File: src/rtl/queue_cal_pkg.sv
// Shared encodings for the queue calculator: ALU opcodes, exec FSM states
// and the default datapath width.
package queue_cal_pkg;

    localparam int DATA_W = 8;

    typedef enum logic [1:0] {
        OP_ADD = 2'b00,
        OP_SUB = 2'b01,
        OP_MUL = 2'b10,
        OP_DIV = 2'b11
    } alu_op_e;

    typedef enum logic [2:0] {
        S_IDLE   = 3'd0,
        S_ADDSUB = 3'd1,
        S_MUL    = 3'd2,
        S_DIV    = 3'd3,
        S_DONE   = 3'd4
    } alu_state_e;

endpackage

File: src/rtl/queue_alu_exec_if.sv
// Request/result bundle between the queue controller and the ALU exec stage.
// master: controller side; slave: exec stage.
interface queue_alu_exec_if #(
    parameter int DATA_W = queue_cal_pkg::DATA_W
);
    logic              start;
    logic [1:0]        alu_op;
    logic [2*DATA_W-1:0] operands;
    logic              busy;
    logic              done;
    logic [DATA_W-1:0] result;
    logic [DATA_W-1:0] result_hi;
    logic              ovf;
    logic              zero;
    logic              div_zero;
    logic              push_req;

    modport master (
        output start, alu_op, operands,
        input  busy, done, result, result_hi,
        input  ovf, zero, div_zero, push_req
    );

    modport slave (
        input  start, alu_op, operands,
        output busy, done, result, result_hi,
        output ovf, zero, div_zero, push_req
    );
endinterface

File: src/rtl/queue_alu_iter_core.sv
// Shared bit-serial engine: shift-add multiply and restoring divide,
// one bit per step; fin rises once DATA_W steps have been taken.
module queue_alu_iter_core
    import queue_cal_pkg::*;
#(
    parameter int DATA_W = queue_cal_pkg::DATA_W
) (
    input  logic              clk,
    input  logic              rst,
    input  logic              load,
    input  logic              step,
    input  logic              is_div,
    input  logic [DATA_W-1:0] a,
    input  logic [DATA_W-1:0] b,
    output logic [DATA_W-1:0] lo,
    output logic [DATA_W-1:0] hi,
    output logic              fin
);
    localparam int CW = $clog2(DATA_W + 1);

    logic [DATA_W-1:0] hi_q, lo_q, opd_q;
    logic [CW-1:0]     cnt_q;
    logic              div_q;

    logic [DATA_W:0]   msum;
    logic [DATA_W:0]   shl;
    logic              ge;
    logic [DATA_W-1:0] hi_d, lo_d;

    always_comb begin
        msum = {1'b0, hi_q} + (lo_q[0] ? {1'b0, opd_q} : '0);
        shl  = {hi_q, lo_q[DATA_W-1]};
        ge   = shl >= {1'b0, opd_q};
        if (div_q) begin
            // Truncated subtract is exact: the new remainder is below B.
            hi_d = ge ? shl[DATA_W-1:0] - opd_q : shl[DATA_W-1:0];
            lo_d = {lo_q[DATA_W-2:0], ge};
        end else begin
            hi_d = msum[DATA_W:1];
            lo_d = {msum[0], lo_q[DATA_W-1:1]};
        end
    end

    always_ff @(posedge clk) begin
        if (rst) begin
            hi_q  <= '0;
            lo_q  <= '0;
            opd_q <= '0;
            cnt_q <= '0;
            div_q <= 1'b0;
        end else if (load) begin
            hi_q  <= '0;
            lo_q  <= is_div ? a : b;
            opd_q <= is_div ? b : a;
            cnt_q <= '0;
            div_q <= is_div;
        end else if (step && !fin) begin
            hi_q  <= hi_d;
            lo_q  <= lo_d;
            cnt_q <= cnt_q + CW'(1);
        end
    end

    assign fin = (cnt_q == CW'(DATA_W));
    assign lo  = lo_q;
    assign hi  = hi_q;
endmodule

File: src/rtl/queue_alu_exec.sv
// ALU execution stage behind the operand queue: add/sub, iterative mul/div.
// Define QUEUE_ALU_SAT_EN to make add/sub saturate instead of wrapping.
module queue_alu_exec
    import queue_cal_pkg::*;
#(
    parameter int DATA_W = queue_cal_pkg::DATA_W
) (
    input logic              clk,
    input logic              rst,
    queue_alu_exec_if.slave  bus
);
    alu_state_e        state_q, state_d;
    alu_op_e           op_q;
    logic [DATA_W-1:0] a_q, b_q;
    logic              load, step;
    logic              cap_as, cap_it, cap_dz;
    logic [DATA_W-1:0] it_lo, it_hi;
    logic              it_fin;

    logic [DATA_W:0]   sum, dif;
    logic [DATA_W-1:0] as_res;
    logic              as_ovf;

    logic [DATA_W-1:0] res_q, hi_q;
    logic              ovf_q, zero_q, dz_q;

    queue_alu_iter_core #(.DATA_W(DATA_W)) u_core (
        .clk    (clk),
        .rst    (rst),
        .load   (load),
        .step   (step),
        .is_div (bus.alu_op == OP_DIV),
        .a      (bus.operands[2*DATA_W-1:DATA_W]),
        .b      (bus.operands[DATA_W-1:0]),
        .lo     (it_lo),
        .hi     (it_hi),
        .fin    (it_fin)
    );

    always_comb begin
        state_d = state_q;
        load    = 1'b0;
        step    = 1'b0;
        cap_as  = 1'b0;
        cap_it  = 1'b0;
        cap_dz  = 1'b0;
        unique case (state_q)
            S_IDLE: begin
                if (bus.start) begin
                    load = 1'b1;
                    unique case (alu_op_e'(bus.alu_op))
                        OP_ADD, OP_SUB: state_d = S_ADDSUB;
                        OP_MUL:         state_d = S_MUL;
                        OP_DIV:         state_d = S_DIV;
                    endcase
                end
            end
            S_ADDSUB: begin
                cap_as  = 1'b1;
                state_d = S_DONE;
            end
            S_MUL: begin
                if (it_fin) begin
                    cap_it  = 1'b1;
                    state_d = S_DONE;
                end else begin
                    step = 1'b1;
                end
            end
            S_DIV: begin
                if (b_q == '0) begin
                    cap_dz  = 1'b1;
                    state_d = S_DONE;
                end else if (it_fin) begin
                    cap_it  = 1'b1;
                    state_d = S_DONE;
                end else begin
                    step = 1'b1;
                end
            end
            S_DONE:  state_d = S_IDLE;
            default: state_d = S_IDLE;
        endcase
    end

    always_comb begin
        sum = {1'b0, a_q} + {1'b0, b_q};
        dif = {1'b0, a_q} - {1'b0, b_q};
        if (op_q == OP_ADD) begin
            as_ovf = sum[DATA_W];
`ifdef QUEUE_ALU_SAT_EN
            as_res = as_ovf ? '1 : sum[DATA_W-1:0];
`else
            as_res = sum[DATA_W-1:0];
`endif
        end else begin
            as_ovf = dif[DATA_W];
`ifdef QUEUE_ALU_SAT_EN
            as_res = as_ovf ? '0 : dif[DATA_W-1:0];
`else
            as_res = dif[DATA_W-1:0];
`endif
        end
    end

    always_ff @(posedge clk) begin
        if (rst) begin
            state_q <= S_IDLE;
            op_q    <= OP_ADD;
            a_q     <= '0;
            b_q     <= '0;
        end else begin
            state_q <= state_d;
            if (load) begin
                op_q <= alu_op_e'(bus.alu_op);
                a_q  <= bus.operands[2*DATA_W-1:DATA_W];
                b_q  <= bus.operands[DATA_W-1:0];
            end
        end
    end

    always_ff @(posedge clk) begin
        if (rst) begin
            res_q  <= '0;
            hi_q   <= '0;
            ovf_q  <= 1'b0;
            zero_q <= 1'b0;
            dz_q   <= 1'b0;
        end else if (cap_as) begin
            res_q  <= as_res;
            hi_q   <= '0;
            ovf_q  <= as_ovf;
            zero_q <= (as_res == '0);
            dz_q   <= 1'b0;
        end else if (cap_it) begin
            res_q  <= it_lo;
            hi_q   <= it_hi;
            ovf_q  <= (op_q == OP_MUL) && (it_hi != '0);
            zero_q <= (it_lo == '0);
            dz_q   <= 1'b0;
        end else if (cap_dz) begin
            res_q  <= '1;
            hi_q   <= a_q;
            ovf_q  <= 1'b0;
            zero_q <= 1'b0;
            dz_q   <= 1'b1;
        end
    end

    assign bus.busy      = (state_q != S_IDLE);
    assign bus.done      = (state_q == S_DONE);
    assign bus.push_req  = bus.done & ~dz_q;
    assign bus.result    = res_q;
    assign bus.result_hi = hi_q;
    assign bus.ovf       = ovf_q;
    assign bus.zero      = zero_q;
    assign bus.div_zero  = dz_q;
endmodule

File: src/flat_wrapper.sv
// flat-port wrapper written by rule: the top's interface ports become plain ports
module queue_alu_exec_flat import queue_cal_pkg::*;
#(
    parameter int DATA_W = queue_cal_pkg::DATA_W
)
  (clk, rst, bus_start, bus_alu_op, bus_operands, bus_busy, bus_done, bus_result, bus_result_hi, bus_ovf, bus_zero, bus_div_zero, bus_push_req);
  queue_alu_exec_if #(.DATA_W(DATA_W)) bus_i ();
  input logic clk;
  input logic rst;
  input wire logic [$bits(bus_i.start)-1:0] bus_start;
  input wire logic [$bits(bus_i.alu_op)-1:0] bus_alu_op;
  input wire logic [$bits(bus_i.operands)-1:0] bus_operands;
  output wire logic [$bits(bus_i.busy)-1:0] bus_busy;
  output wire logic [$bits(bus_i.done)-1:0] bus_done;
  output wire logic [$bits(bus_i.result)-1:0] bus_result;
  output wire logic [$bits(bus_i.result_hi)-1:0] bus_result_hi;
  output wire logic [$bits(bus_i.ovf)-1:0] bus_ovf;
  output wire logic [$bits(bus_i.zero)-1:0] bus_zero;
  output wire logic [$bits(bus_i.div_zero)-1:0] bus_div_zero;
  output wire logic [$bits(bus_i.push_req)-1:0] bus_push_req;
  assign bus_i.start = bus_start;
  assign bus_i.alu_op = bus_alu_op;
  assign bus_i.operands = bus_operands;
  assign bus_busy = bus_i.busy;
  assign bus_done = bus_i.done;
  assign bus_result = bus_i.result;
  assign bus_result_hi = bus_i.result_hi;
  assign bus_ovf = bus_i.ovf;
  assign bus_zero = bus_i.zero;
  assign bus_div_zero = bus_i.div_zero;
  assign bus_push_req = bus_i.push_req;
  queue_alu_exec #(.DATA_W(DATA_W)) u_core (.clk(clk), .rst(rst), .bus(bus_i));
endmodule
File: config.mk
export PLATFORM = sky130hd
export DESIGN_NAME = queue_alu_exec_flat
export DESIGN_NICKNAME = d
export VERILOG_FILES = /design/src/rtl/queue_cal_pkg.sv /design/src/rtl/queue_alu_exec_if.sv /design/src/rtl/queue_alu_iter_core.sv /design/src/rtl/queue_alu_exec.sv /design/src/flat_wrapper.sv
export SDC_FILE = /design/constraint.sdc
export NUM_CORES = 1
export LEC_CHECK = 0
export CAP_MARGIN = 20
export CORE_ASPECT_RATIO = 0.6
export CORE_UTILIZATION = 50
export DETAILED_ROUTE_END_ITERATION = 7
export HOLD_SLACK_MARGIN = 0.02
export PLACE_DENSITY = 0.74
export SLEW_MARGIN = 25
export SYNTH_ARGS = -nofsm -noshare
export SYNTH_HDL_FRONTEND = slang
export SYNTH_HIERARCHICAL = 1
export SYNTH_SLANG_ARGS = --single-unit
File: constraint.sdc
create_clock -name clk -period 2.2 [get_ports clk]
set_input_delay 0.44 -clock clk [delete_from_list [all_inputs] [get_ports clk]]
set_output_delay 0.44 -clock clk [all_outputs]
set_load 0.03 [all_outputs]
==> impl_metrics.json, run 1 <==
{
  "cts_inserted_buffers": 9,
  "synth.area.top_cells": "sky130_fd_sc_hd__dfxtp_1 30%, sky130_fd_sc_hd__ha_1 9.2%, sky130_fd_sc_hd__mux2i_1 8.0%",
  "relSlewSlack_pct": 70.3,
  "ctsLongestPathBuffers": 2,
  "power_frac_clock_pct": 31.4,
  "total_core_area_mm2": 0.00872,
  "post_synthesis_cells": 555,
  "critPathLaunchType": "flip-flop",
  "post-route-period-util_pct": 103,
  "vdd.ir_drop.worst_v": 0.000479,
  "timing.fmax_mhz": 440,
  "dp_cells": 753,
  "max_cap_viol_count": 0,
  "layout_commonest_cell": "sky130_fd_sc_hd__buf_4",
  "cts_num_sinks": 69,
  "power.density_cell_area_mw_per_mm2": 788,
  "tritoncts": "done",
  "sw_frac_of_total_pct": 34.8,
  "final_critical_path_setup_slack_ns": -0.0736,
  "number_of_top_level_design_ports": 43,
  "area_delta_synth_final_pct": 37.3,
  "synth_top_flop_cell": "sky130_fd_sc_hd__dfxtp_1",
  "route.antenna.remaining_nets": 0,
  "synthesis.nets": 614,
  "total_of_fill_cells_in_the_finished_design": 651,
  "clock_tree.root_cell": "sky130_fd_sc_hd__clkbuf_16",
  "dpl.hpwl_mm": 11.5,
  "drt_first_iter_violations": 549,
  "required_time_of_the_worst_setup_path_ns": 2.47,
  "synth.yosys.warnings": 6,
  "synth_area_mm2": 0.00461,
  "wirelength_met1_mm": 7.42,
  "insertedDiodeCount": 0,
  "met2_wirelength_mm": 6.20,
  "final_layout_size_suffix_gt1_share_pct": 26.7,
  "drc": 0,
  "internal_power_w": 0.00325,
  "clk_pin_slew_ns": 0.06,
  "power.share.combinational_pct": 38.4,
  "post_layout_nonfiller_instances": 774,
  "final_period_minus_worst_setup_slack_ns": 2.27,
  "start_util_pct": 52.9,
  "overflow": 0,
  "antenna_found_initial": 0,
  "seq_power_share_pct": 30.2,
  "drt-total-wl_mm": 15.2,
  "detailroute.via_count": 4728,
  "wl_per_cell_um": 19.7,
  "die-width_um": 126,
  "post-synth-top-area-cell": "sky130_fd_sc_hd__dfxtp_1",
  "number_of_endpoints_with_negative_hold_slack_in_the_final_report": 0,
  "layout.cells.most_common_list": "72 x sky130_fd_sc_hd__buf_4, 58 x sky130_fd_sc_hd__dfxtp_1, 55 x sky130_fd_sc_hd__nor2_1",
  "cts.htree.levels": 3,
  "power.leakage_nw": 2.64,
  "synth_cell_types": 70,
  "core.rowCount": 26,
  "drt-vias-per-instance": 6.11,
  "syn_avg_cell_area_um2": 8.31,
  "tightestPinTransition_ns": 0.440,
  "tightest_hold_check_type": "flip-flop to flip-flop",
  "fin_nets": 716,
  "drv_slew": 0,
  "wl_met3_mm": 1.38,
  "arrival_ns": 2.54,
  "crit_path_end_kind": "flip-flop",
  "yosys_register_bits": 69,
  "clkLatencyLatePin_ns": 0.34,
  "clock-skew-final_ns": 0.00584,
  "seq_area_frac_synth_pct": 30.0,
  "port-buffer-count": 42,
  "rsz0062_at_grt": "true",
  "area_share_of_the_largest_cell_type_after_synthesis_pct": 30.0,
  "setup_viol_count_final": 3,
  "failed_checks": "negative setup slack",
  "gpl.final_weighted_congestion": 0.936,
  "postSynth.asyncResetShare_pct": 0,
  "detail_route.first_pass.iterations": 5,
  "outcome": "finished, violations left",
  "critical_path.max_fanout": 4,
  "maxUsedRoutingLayer": "met4",
  "die_area_mm2": 0.00962,
  "critPathKind": "flip-flop to flip-flop",
  "dieHeight_um": 76.4,
  "wire_length_of_the_first_global_routing_pass_mm": 23.4,
  "first_global_vias": 4327,
  "largest_net_degree_at_the_start_of_global_routing": 50,
  "number_of_enable_flip_flop_cells_after_synthesis": 0,
  "utilization_pct": 72.6,
  "total_switching_power_w": 0.00173,
  "track_usage_pct": 32.0
}
cells in the mapped netlist (all sizes together), types with 10 or more instances:
cell type and number:
mux2i 37, clkbuf 16, nor2 58, nand2 55, o21ai 18, a211oi 42, and2 10, buf 13
dfxtp 69, a21oi 45, inv 30, ha 34
sequential cells by signal (all words and copies together), names as in the netlist, 3 cells and up:
signal / cells
u_core/u_core/hi: 8
u_core/u_core/lo: 8
u_core/a_q: 8
u_core/bus.result: 8
u_core/b_q: 8
u_core/u_core/opd_q: 8
u_core/u_core/cnt_q: 4
u_core/state_q: 3
u_core/bus.result_hi: 8
metrics by stage:
step                      TNS (ns)  worst slack, ns  hold WS (ns)  total power (W)  instance area, µm²
after floorplan                  0           0.0277         0.452          0.00246                4620
after global placement      -0.398           -0.106         0.444          0.00313                5630
after detailed placement    -0.855           -0.237         0.455          0.00316                5630
after CTS                  -0.0861          -0.0375         0.461          0.00477                6080
after global routing        -0.701           -0.175         0.491          0.00519                6330
final                      -0.0967          -0.0736         0.463          0.00498                6330
layout make-up:
type / instances / area, µm² / share of cell area (%)
sequential: 69 / 1400 / 22.2
inverter: 31 / 116 / 1.84
timing repair buffer: 120 / 1070 / 16.9
clock inverter: 6 / 86.3 / 1.36
tap: 112 / 140 / 2.21
multi-input combinational: 426 / 3280 / 51.8
clock buffer: 10 / 229 / 3.62
logic make-up (layout without fill, tap and decap cells):
family | count (synthesis) | after routing | share of synthesized area (%)
AND/OR/NAND/NOR | 177 | 177 | 18.6
AO/OA/AOI/OAI | 157 | 157 | 23.5
flip-flops | 69 | 69 | 30.0
buffers and inverters | 60 | 167 | 5.56
multiplexers | 39 | 39 | 8.52
adder cells (fa/ha/maj) | 38 | 38 | 11.0
XOR/XNOR | 15 | 15 | 2.85
power groups by stage:
stage | registers, W | clock network, W | logic (W)
2_1_floorplan | 0.00153 | 0 | 0.000936
3_3_place_gp | 0.00151 | 0 | 0.00162
3_5_place_dp | 0.00151 | 0 | 0.00165
4_1_cts | 0.00149 | 0.00157 | 0.00171
5_1_grt | 0.00152 | 0.00163 | 0.00204
6_report | 0.00151 | 0.00156 | 0.00191
metal layers:
metal	vias to the layer above	global-route usage, %
met3	25	7.58
met2	227	44.5
li1	2206	-
met1	2270	49.1
met4	0	6.75
met5	-	0
worst max-delay path: stages, from the launching register on:
cell,delay [ns]
sky130_fd_sc_hd__dfxtp_4,0.39
sky130_fd_sc_hd__inv_1,0.08
sky130_fd_sc_hd__ha_4,0.22
sky130_fd_sc_hd__o211a_1,0.25
sky130_fd_sc_hd__o31a_1,0.16
sky130_fd_sc_hd__o221a_1,0.25
sky130_fd_sc_hd__o311ai_2,0.25
sky130_fd_sc_hd__xor2_1,0.23
sky130_fd_sc_hd__nand4_1,0.16
sky130_fd_sc_hd__a211oi_2,0.21
final timing paths:
| path | startpoint | slack (ns) | cells after the start | endpoint |
|---|---|---|---|---|
| worst max-delay path | u_core/b_q[2]$_SDFFE_PP0P_ | -0.07 | 9 | u_core/bus.zero$_SDFFE_PP0P_ |
| worst min-delay path | u_core/bus.result[3]$_SDFFE_PP0P_ | 0.46 | 2 | u_core/bus.result[3]$_SDFFE_PP0P_ |
| worst max register to register | u_core/b_q[2]$_SDFFE_PP0P_ | -0.07 | 9 | u_core/bus.zero$_SDFFE_PP0P_ |
| worst min register to register | u_core/bus.result[3]$_SDFFE_PP0P_ | 0.46 | 2 | u_core/bus.result[3]$_SDFFE_PP0P_ |
repair_timing:
action | 4_1_cts | 5_1_grt
hold endpoints to repair | 0 | 0
pin swaps | 15 | 18
endpoints found under the setup margin | 13 | 25
hold buffers | 0 | 0
resized for setup | 29 | 53
setup buffers | 2 | 3
(Power assumes the default switching activity.)
==> run 2, diff against run 1 <==
--- a/config.mk
+++ b/config.mk
@@ -11,7 +11,6 @@
 export DETAILED_ROUTE_END_ITERATION = 7
 export HOLD_SLACK_MARGIN = 0.02
 export PLACE_DENSITY = 0.74
-export SLEW_MARGIN = 25
 export SYNTH_ARGS = -nofsm -noshare
 export SYNTH_HDL_FRONTEND = slang
 export SYNTH_HIERARCHICAL = 1
==> results of run 2 <==
Final layout, timing and power as in run 1 (identical DEF).
